$ cat config.mk
export PLATFORM = sky130hd
export DESIGN_NAME = dealer_cmd_responder
export DESIGN_NICKNAME = d
export VERILOG_FILES = /design/src/rtl/dealer_cmd_responder.sv
export SDC_FILE = /design/constraint.sdc
export NUM_CORES = 1
export LEC_CHECK = 0
export BUFFER_PORTS_ARGS = -buffer_cell sky130_fd_sc_hd__buf_2
export CAP_MARGIN = 20
export CORE_MARGIN = 4
export CORE_UTILIZATION = 41
export DETAILED_ROUTE_END_ITERATION = 8
export GPL_TIMING_DRIVEN = 0
export PLACE_DENSITY = 0.6
export SYNTH_ARGS = -nofsm -noshare
export SYNTH_HDL_FRONTEND = slang
export SYNTH_SLANG_ARGS = --single-unit
$ cat constraint.sdc
create_clock -name clk -period 4.05 [get_ports clk]
set_clock_uncertainty 0.1 [all_clocks]
set_input_delay 0.405 -clock clk [delete_from_list [all_inputs] [get_ports clk]]
set_output_delay 0.405 -clock clk [all_outputs]
set_load 0.03 [all_outputs]
$ cat src/rtl/dealer_cmd_responder.sv
// Dealer-side command endpoint: executes link commands against a strided 52-card deck,
// streams dealt cards as suit/rank beats and acknowledges each command exactly once.
module dealer_cmd_responder #(
    parameter int HAND_SIZE = 5,
    parameter int STRIDE    = 7
) (
    input  logic       clk,
    input  logic       rst,
    input  logic [2:0] cr_cmd,
    input  logic       cr_cmdvld,
    output logic       cr_ack,
    input  logic [5:0] seed,
    output logic       card_vld,
    output logic [1:0] card_suit,
    output logic [3:0] card_rank,
    output logic [5:0] cards_left,
    output logic       hand_active,
    output logic       cmd_err,
    output logic [2:0] state_dbg
);

    localparam logic [2:0] CMD_NOP       = 3'b000;
    localparam logic [2:0] CMD_NEW_HAND  = 3'b001;
    localparam logic [2:0] CMD_DEAL_ONE  = 3'b010;
    localparam logic [2:0] CMD_DEAL_HAND = 3'b011;
    localparam logic [2:0] CMD_FOLD      = 3'b100;
    localparam logic [5:0] HAND_CNT      = 6'(HAND_SIZE);
    localparam logic [6:0] STRIDE_W      = 7'(STRIDE);

    typedef enum logic [2:0] {
        S_IDLE = 3'd0,
        S_EXEC = 3'd1,
        S_DEAL = 3'd2,
        S_ACK  = 3'd3,
        S_DROP = 3'd4
    } state_t;

    state_t     state;
    logic [2:0] cmd_q;
    logic [5:0] pos;
    logic [5:0] beats_left;

    logic [1:0] cur_suit;
    logic [5:0] cur_off;
    logic [3:0] cur_rank;
    logic [6:0] pos_sum;
    logic [6:0] pos_wrap;
    logic [5:0] pos_next;
    logic [5:0] seed_mod;
    logic [5:0] deal_cnt;

    // Card index -> suit/rank without a divider: the deck is four 13-card runs.
    always_comb begin
        cur_suit = 2'd0;
        cur_off  = pos;
        if (pos >= 6'd39) begin
            cur_suit = 2'd3;
            cur_off  = pos - 6'd39;
        end else if (pos >= 6'd26) begin
            cur_suit = 2'd2;
            cur_off  = pos - 6'd26;
        end else if (pos >= 6'd13) begin
            cur_suit = 2'd1;
            cur_off  = pos - 6'd13;
        end
    end

    assign cur_rank  = cur_off[3:0] + 4'd2;
    assign pos_sum   = {1'b0, pos} + STRIDE_W;
    assign pos_wrap  = pos_sum - 7'd52;
    assign pos_next  = (pos_sum >= 7'd52) ? pos_wrap[5:0] : pos_sum[5:0];
    assign seed_mod  = (seed >= 6'd52) ? (seed - 6'd52) : seed;
    assign deal_cnt  = (cmd_q == CMD_DEAL_ONE) ? 6'd1 : HAND_CNT;
    assign state_dbg = state;

    always_ff @(posedge clk or posedge rst) begin
        if (rst) begin
            state       <= S_IDLE;
            cmd_q       <= CMD_NOP;
            pos         <= 6'd0;
            beats_left  <= 6'd0;
            cr_ack      <= 1'b0;
            card_vld    <= 1'b0;
            card_suit   <= 2'd0;
            card_rank   <= 4'd0;
            cards_left  <= 6'd52;
            hand_active <= 1'b0;
            cmd_err     <= 1'b0;
        end else begin
            cr_ack   <= 1'b0;
            card_vld <= 1'b0;
            case (state)
                S_IDLE: begin
                    if (cr_cmdvld) begin
                        cmd_q <= cr_cmd;
                        state <= S_EXEC;
                    end
                end
                S_EXEC: begin
                    state  <= S_ACK;
                    cr_ack <= 1'b1;
                    case (cmd_q)
                        CMD_NOP: cmd_err <= 1'b0;
                        CMD_NEW_HAND: begin
                            pos         <= seed_mod;
                            cards_left  <= 6'd52;
                            hand_active <= 1'b1;
                            cmd_err     <= 1'b0;
                        end
                        CMD_FOLD: begin
                            hand_active <= 1'b0;
                            cmd_err     <= 1'b0;
                        end
                        CMD_DEAL_ONE, CMD_DEAL_HAND: begin
                            if (!hand_active || (cards_left < deal_cnt)) begin
                                cmd_err <= 1'b1;
                            end else begin
                                // First beat leaves with the EXEC edge so beats start one cycle later.
                                cr_ack     <= 1'b0;
                                state      <= S_DEAL;
                                card_vld   <= 1'b1;
                                card_suit  <= cur_suit;
                                card_rank  <= cur_rank;
                                pos        <= pos_next;
                                cards_left <= cards_left - 6'd1;
                                beats_left <= deal_cnt - 6'd1;
                            end
                        end
                        default: cmd_err <= 1'b1;
                    endcase
                end
                S_DEAL: begin
                    if (beats_left != 6'd0) begin
                        card_vld   <= 1'b1;
                        card_suit  <= cur_suit;
                        card_rank  <= cur_rank;
                        pos        <= pos_next;
                        cards_left <= cards_left - 6'd1;
                        beats_left <= beats_left - 6'd1;
                    end else begin
                        cr_ack  <= 1'b1;
                        cmd_err <= 1'b0;
                        state   <= S_ACK;
                    end
                end
                S_ACK: state <= S_DROP;
                // Hold here until the sender releases valid so a held request is not re-run.
                S_DROP: begin
                    if (!cr_cmdvld) state <= S_IDLE;
                end
                default: state <= S_IDLE;
            endcase
        end
    end

endmodule

* After elaboration in Yosys (flattened, before gate mapping)
Index checks and enable logic that the tools add are counted.
** Cells by class
- $lt $le $gt $ge :: 6
- Equal/unequal tests :: 17
- Add/sub/neg operators :: 10
- Reduce and logical (&&, ||, !) cells :: 15
- Multiplexer cells :: 48
** Operator list (count)
- 6-bit case mux with 2 select lines :: 5
- 6-bit 2-to-1 mux :: 9
- 4-bit 2-to-1 mux :: 6
- 3-bit case mux with 5 select lines :: 1
- 3-bit by 2-bit equality test with 1-bit output (second input constant) :: 4
- 6-bit greater-or-equal comparator (second input constant) :: 2
- 3-bit 2-to-1 mux :: 4
- 2-bit != test (second input constant) :: 6
- 6-bit by 1-bit subtractor with 6-bit output (second input constant) :: 2
- 6-bit subtractor (second input constant) :: 2
- 1-bit 2-to-1 mux :: 11
- 2-bit 2-to-1 mux :: 5
- 1-bit case mux with 2 select lines :: 5
- 4-bit case mux with 2 select lines :: 1
- 4-bit AND reduction :: 2
- 4-bit subtractor (second input constant) :: 2
- 6-bit by 3-bit adder with 7-bit output (second input constant) :: 1
- 7-bit by 6-bit greater-or-equal comparator with 1-bit output (second input constant) :: 1
- 3-bit by 1-bit equality test with 1-bit output (second input constant) :: 2
- 3-bit equality test (second input constant) :: 2
- 6-bit by 4-bit greater-or-equal comparator with 1-bit output (second input constant) :: 1
- 6-bit by 5-bit greater-or-equal comparator with 1-bit output (second input constant) :: 1
- 3-bit zero test :: 2
- 6-bit by 3-bit < comparator with 1-bit output :: 1
- other kinds (14) :: 18
** Word-level totals
- Logic and storage cells :: 107
- Output and inout bits :: 19
- Flip-flop bits (word level) :: 34
- Bits of input ports :: 12

* Depth between registers and ports, before layout
Gate-level depths: netlist of the first run.
- Depth after elaboration :: 8
- Mapped depth :: 14
- Gate-level depth less buffers :: 12

* Worst setup path before layout of the first run
Ideal clock, no wire load.
- Path type :: register -> register
- Start :: register pos[0]
- End :: register card_rank[3]
- Data arrival time :: 2804 ps
- Slack :: 1064 ps
- Buffers on the path :: 2
- Required time :: 3868 ps
- Stages on the path, launching flop included :: 15
- Cell sequence :: dfrtp_1 clkbuf_1 inv_1 ha_1 clkbuf_1 nand2b_1 a311oi_1 or2_2 nor2_1 a31oi_1 o221ai_1 ha_1 xnor2_1 or3_1 a31oi_1
** Between the ends
- Cells in the longest elaborated chain, start to end :: 8
- Elaborated cells on any way between the ends :: 14
** Ends and longest elaborated chain
- start, declared :: RTL line 40 : logic [5:0] pos;
- start signal, assigned :: RTL line 105 : pos <= seed_mod;
- start signal, assigned :: RTL line 124 : pos <= pos_next;
- start signal, assigned :: RTL line 137 : pos <= pos_next;
- 6-bit by 4-bit greater-or-equal comparator with 1-bit output or 4-bit subtractor (tied branches) :: RTL line 62, 64
- 4-bit 2-to-1 mux :: RTL line 62 : end else if (pos >= 6'd13) begin
- 4-bit 2-to-1 mux :: RTL line 59 : end else if (pos >= 6'd26) begin
- 4-bit 2-to-1 mux (*) :: RTL line 56 : if (pos >= 6'd39) begin
- 4-bit by 2-bit adder with 4-bit output (*) :: RTL line 68 : assign cur_rank = cur_off[3:0] + 4'd2;
- 4-bit 2-to-1 mux :: RTL line 115 : if (!hand_active || (cards_left < deal_cnt)) begin
- 4-bit 2-to-1 mux :: RTL line 102 : case (cmd_q)
- 4-bit case mux with 2 select lines (*) :: RTL line 92 : case (state)
- end signal, assigned :: RTL line 123 : card_rank <= cur_rank;
- end signal, assigned :: RTL line 136 : card_rank <= cur_rank;
- end, declared :: RTL line 15 : output logic [3:0] card_rank,
Every way passes the cells marked *; elsewhere a longest branch is shown, timed or not. The select of a mux whose other input is x is not followed.
A chain may end at the register's enable or synchronous reset.

* Worst setup path in the final report of the first run
Ends and elaborated chain as after synthesis.

==> run_results.csv, run 1 <==
group,metric,value,unit
status,status,"complete, no violations",
synth,syn-mean-instance-area,8.81,um2
die,die_y,83.8,um
setup_path,cpPeakStageDelay,0.47,ns
synth,yosys.cell_types.count,62,
setup_path,crit_required,4.15,ns
synth,synth_top_family_by_area,"compound AO/OA/AOI/OAI gates",
sta,post-route-min-period,3.41,ns
clock_network,cts_hold_buf,0,
die,placementRows,27,
setup_path,worstRegToRegCells,14,
pwr,p_leak,1.20,nW
clock_network,cts_root_buf,"clkbuf_8",
global_routing,grt_pass1_vias,1927,
synth,synth-edff-count,0,
global_routing,antenna_found_initial,0,
cells_and_area,nets,333,
synth,ys.flop_type,"dfrtp_1",
sta,slew_viol_final,0,
detailed_routing,first_pass_iters,4,
synth,ys_seq_elements,34,
sta,hold_viol_final,0,
synth,synth_compound_area_frac,0.221,
sta,worst_slew_pin_slew,0.878,ns
pwr,seq_power_share,0.261,
pwr,p_sw_frac,0.500,
synth,ys_warn_count,0,
pwr,ir_drop,0.000453,V
synth,synthAdderAreaFrac,0.0851,
setup_path,path_class,"reg -> reg",
cells_and_area,layout-drive-gt1-share,0.196,
pwr,p_switching,1.27,mW
detailed_routing,ant_nets,0,
global_routing,grt_usage,0.159,
clock_network,cts_tree,"built",
pwr,intPower,1.27,mW
clock_network,clkSinkCount,34,
synth,synth_top_area_frac,0.330,
clock_network,cts_resized,0,
die,die_width,83.8,um
cells_and_area,syn_to_final_growth,14.7,%
clock_network,cts_setup_buffers,0,
cells_and_area,antenna_cells,0,
placement,gp_congestion,0.842,
clock_network,ctsHtreeMaxLevel,2,
setup_path,rr_endpoint,"card_rank[3]",
detailed_routing,drc,0,
setup_path,r2r-start,"pos[0]",
clock_network,path_clk_slew,0.07,ns
synth,synthArstFlopShare,1.00,
placement,hpwlAfterDp,4.07,mm
global_routing,grt_max_degree,23,
synth,yosysTopAreaCell,"dfrtp_1",
pwr,p_comb_frac,0.638,
sta,max_freq,0.294,GHz
synth,yosys.area_share.simple,0.213,
sta,finalSetupViolations,0,
die,initial_core_util,0.425,
pwr,total_power,2.53,mW
setup_path,end_kind,"flop",
pwr,p_per_area,938,mW/mm2
placement,port_buffers,30,
detailed_routing,avgRoutedWirePerCell,14.2,um
global_routing,grt_overflow,0,
setup_path,critPathMaxFanout,10,
clock_network,clk_latency,0.28,ns
setup_path,worstPathCellList,"clkbuf_1 > inv_1 > ha_1 > clkbuf_1 > nand2b_1 > a311oi_1 > or2_2 > nor2_1 > a31oi_1 > o221ai_1 > ha_1 > xnor2_1 > or3_1 > a31oi_1",
sta,tns,0,ns
clock_network,cts_buffer_depth,2,
run,maxCapViolCount,0,
cells_and_area,multiInputGateArea,0.00138,mm2
detailed_routing,num_vias,2091,
cells_and_area,regArea,855,um2
worst_hold_path,hp-class,"in -> async",
detailed_routing,via_per_inst,5.53,
die,core-area,0.00554,mm2
detailed_routing,drt_iter0_markers,148,
synth,syn_area,0.00235,mm2
clock_network,numCtsBuffers,5,
synth,synth_mux_area_frac,0.0292,
pwr,clkPwrFrac,0.101,
setup_path,critical-path-top-delay-family,"compound AO/OA/AOI/OAI gates",
setup_path,crit_cells,14,
global_routing,grt_pass1_wl,9.30,mm
sta,rsz0062_at_grt,"false",
setup_path,cp.arrival,3.51,ns
die,fp.dieArea,0.00702,mm2
synth,ys_seq_area_frac,0.363,
setup_path,crit_path_start_kind,"flop",
setup_path,slowest_stage,"a311oi_1",
die,pin_count,31,
cells_and_area,fillerInstances,559,
cells_and_area,fin_util,0.487,
sta,fin_crit_sh,0.841,
synth,synth_xor_area_frac,0.0372,
synth,syn_inst,267,
detailed_routing,wl,5.37,mm
setup_path,critPathBufInv,3,
synth,synthesis.nets,295,
sta,slew_headroom,0.414,
synth,ys_top_cells_by_area,"dfrtp_1 33%, ha_1 8.5%, o21ai_0 4.3%, nor2_1 4.0%, nand2_1 3.8%",
setup_path,rrSetupSlack,0.64,ns
[per-layer routing]
| metal | GRT usage | part of all wire | vias up |
|---|---|---|---|
| met5 | 0 | 0 | - |
| met4 | 0.0351 | 0.0067 | 0 |
| met3 | 0.0326 | 0.047 | 4 |
| met2 | 0.238 | 0.44 | 51 |
| met1 | 0.234 | 0.51 | 994 |
| li1 | - | - | 1042 |
[final cells by class]
class | count | area share
tap | 72 | 0.0334
clock buffer | 7 | 0.0320
sequential | 34 | 0.316
timing repair buffer | 31 | 0.0612
multi-input combinational | 205 | 0.510
clock inverter | 1 | 0.00185
inverter | 16 | 0.0227
buffer | 12 | 0.0222
[through the flow]
stage / hold WS (ns) / instances / setup WS, ns / area [um2]
finish: 0.196 / 378 / 0.645 / 2700
detailed placement: 0.373 / 370 / 0.657 / 2610
global placement: 0.361 / 369 / 0.677 / 2590
floorplan: 0.384 / 267 / 1.06 / 2350
CTS: 0.233 / 378 / 0.650 / 2700
global route: 0.269 / 378 / 0.352 / 2700
[kinds of logic (layout without fill, tap and decap cells)]
| kind of cell | Yosys count | count (layout) |
|---|---|---|
| flops | 34 | 34 |
| xor+xnor | 10 | 10 |
| simple gates | 94 | 94 |
| mux | 6 | 6 |
| buf+inv | 28 | 67 |
| compound gates | 79 | 79 |
| fa+ha+maj | 16 | 16 |
[cells in the final DEF, fill, tap and decap left out, types with 8 or more instances in the layout]
cell	netlist	final
a21oi_1	16	16
buf_2	0	30
clkbuf_1	10	11
dfrtp_1	31	31
ha_1	16	16
inv_1	15	15
nand2_1	24	24
nor2_1	25	25
nor3_1	9	9
o21ai_0	20	20
o22ai_1	8	8
[cell usage after synthesis (2+ instances only)]
library cell	number
o211ai_1	2
nand2b_1	7
a221oi_1	2
nand3b_1	3
mux2_2	3
a31oi_1	5
o31ai_1	4
clkbuf_1	10
ha_1	16
nand3_1	3
nor2b_1	5
a21oi_1	16
nand2_1	24
or3_1	2
xor2_1	3
o22ai_1	8
xnor2_1	7
inv_1	15
a22oi_1	2
a211oi_1	2
nor3_1	9
dfstp_2	3
mux2i_1	2
buf_6	2
o21ai_0	20
nor3b_1	2
dfrtp_1	31
nor2_1	25
[how the worst max path moves through the flow]
stage               startpoint            to  slack (ns)
floorplan               pos[0]  card_rank[3]        1.06
global placement        pos[0]  card_rank[3]        0.68
detailed placement      pos[0]  card_rank[3]        0.66
CTS                     pos[0]  card_rank[3]        0.65
global route            pos[0]  card_rank[3]        0.35
finish                  pos[0]  card_rank[3]        0.64
[registers in the layout, summed over array words and instances, names as in the netlist]
signal / flops
pos: 6
cmd_q: 3
beats_left: 6
cr_ack: 1
card_vld: 1
cards_left: 6
card_rank: 4
hand_active: 1
card_suit: 2
cmd_err: 1
state_dbg: 3
[power groups by stage]
stage	Clock (mW)	Sequential (mW)	Combinational [mW]
after floorplan	0	0.793	1.10
after global placement	0	0.660	1.59
after detailed placement	0	0.665	1.61
after CTS	0.261	0.660	1.62
after global routing	0.280	0.688	1.82
final	0.257	0.660	1.62
Power figures use the tool's default switching activity.
==> inputs of run 2 (changes only) <==
PLACE_DENSITY = 0.62   (was 0.6)
clock period = 2.8 ns   (was 4.05 ns; I/O delays follow)
==> run_results.csv, run 2 (same netlist as run 1, synthesis figures left out) <==
group,metric,value,unit
cells_and_area,antenna_cells,0,
cells_and_area,syn_to_final_growth,22.7,%
sta,finalSetupViolations,0,
clock_network,cts_root_buf,"clkbuf_8",
setup_path,path_class,"reg -> reg",
worst_hold_path,hp-class,"in -> async",
global_routing,grt_usage,0.163,
placement,gp_congestion,0.812,
status,status,"complete, no violations",
pwr,p_per_area,1390,mW/mm2
cells_and_area,nets,344,
setup_path,r2r-start,"pos[2]",
pwr,p_leak,1.28,nW
run,maxCapViolCount,0,
global_routing,grt_pass1_wl,9.48,mm
placement,hpwlAfterDp,4.02,mm
sta,post-route-min-period,2.67,ns
setup_path,worstRegToRegCells,11,
die,placementRows,27,
cells_and_area,fillerInstances,543,
sta,tns,0,ns
clock_network,clk_latency,0.29,ns
setup_path,critPathMaxFanout,10,
setup_path,end_kind,"flop",
cells_and_area,fin_util,0.521,
die,pin_count,31,
detailed_routing,drt_iter0_markers,129,
cells_and_area,final_area,0.00289,mm2
clock_network,numCtsBuffers,5,
clock_network,path_clk_slew,0.07,ns
sta,worst_slew_pin_slew,0.849,ns
setup_path,rr_endpoint,"pos[3]",
detailed_routing,wl,5.57,mm
sta,holdWs,0.0568,ns
cells_and_area,layout-drive-gt1-share,0.278,
placement,placed_area,0.00262,mm2
die,die_width,83.8,um
die,initial_core_util,0.425,
die,core-area,0.00554,mm2
clock_network,ctsHtreeMaxLevel,2,
die,fp.dieArea,0.00702,mm2
global_routing,grt_overflow,0,
sta,slew_viol_final,0,
clock_network,clkSinkCount,34,
sta,rsz0062_at_grt,"true",
sta,slew_headroom,0.433,
clock_network,cts_buffer_depth,2,
global_routing,grt_max_degree,23,
cells_and_area,final_cell_mix,"30 x buf_2, 29 x dfrtp_1, 25 x nor2_1",
setup_path,rrSetupSlack,0.13,ns
setup_path,setup.worst_path.start,"pos[2]",
global_routing,grt_pass1_vias,2036,
detailed_routing,num_vias,2180,
detailed_routing,via_per_inst,5.60,
clock_network,cts_tree,"built",
detailed_routing,drc,0,
sta,hold_viol_final,0,
cells_and_area,top_regs,"beats_left x6, cards_left x6, pos x6",
setup_path,cp.arrival,2.73,ns
detailed_routing,ant_nets,0,
detailed_routing,first_pass_iters,4,
setup_path,crit_required,2.86,ns
placement,port_buffers,30,
detailed_routing,avgRoutedWirePerCell,14.3,um
sta,fin_crit_sh,0.954,
global_routing,antenna_found_initial,0,
pwr,ir_drop,0.000502,V
setup_path,crit_path_start_kind,"flop",
sta,max_freq,0.374,GHz
cells_and_area,final_common_cell,"buf_2",
die,die_y,83.8,um
[run 2: changes by cell type in the layout (fill, tap and decap cells not counted), sizes merged]
| cell | previous run | this run |
|---|---|---|
| clkbuf | 17 | 15 |
| buf | 33 | 46 |
[run 2: per-layer routing]
| metal | vias up | track usage | share of wire |
|---|---|---|---|
| met4 | 0 | 0.0468 | 0.012 |
| met2 | 63 | 0.249 | 0.45 |
| met5 | - | 0 | 0 |
| met1 | 1039 | 0.224 | 0.48 |
| met3 | 8 | 0.0474 | 0.057 |
| li1 | 1070 | - | - |
[run 2: layout make-up]
type                       count  area [um2]  area share
timing repair buffer          42         248      0.0858
tap                           72        90.1      0.0312
buffer                        12        86.3      0.0299
sequential                    34         857       0.297
inverter                      16        66.3      0.0230
clock inverter                 1        5.00     0.00173
clock buffer                   7        86.3      0.0299
multi-input combinational    205        1450       0.502
[run 2: worst max-delay path by stage]
stage	slack (ns)	cells after the start	end
2_1_floorplan	0.02	14	card_rank[3]
3_3_place_gp	-0.54	11	pos[3]
3_5_place_dp	-0.55	11	pos[3]
4_1_cts	0.003	13	card_rank[3]
5_1_grt	-0.05	14	card_rank[3]
6_report	0.13	11	pos[3]
[run 2: repair_timing]
| item | CTS | global route |
|---|---|---|
| pin swaps | 3 | 6 |
| cloned | 0 | 0 |
| setup endpoints to repair | 3 | 13 |
| resized for setup | 14 | 15 |
| buffers inserted | 5 | 6 |
| hold buffers | 0 | 0 |
[run 2: per-stage QoR]
step	std cells	worst slack (ns)	total power, mW
global route	389	-0.0452	4.39
finish	389	0.128	4.01
floorplan	267	0.0182	2.75
CTS	383	0.00281	3.83
detailed placement	370	-0.554	3.30
global placement	369	-0.545	3.27
[run 2: power breakdown]
group	total [mW]	switching [mW]	leakage, nW	internal (mW)
clock network	0.371	0.173	0.0482	0.198
logic	2.68	1.57	0.826	1.11
registers	0.961	0.221	0.404	0.740
[run 2: worst max-delay path, stage by stage (launching register included)]
cell	delay, ns
dfrtp_2	0.45
clkbuf_4	0.21
inv_2	0.13
ha_1	0.21
a21boi_4	0.24
xnor2_2	0.17
inv_1	0.07
ha_1	0.21
a211oi_2	0.22
o21ai_1	0.14
a221oi_2	0.27
o22ai_1	0.12
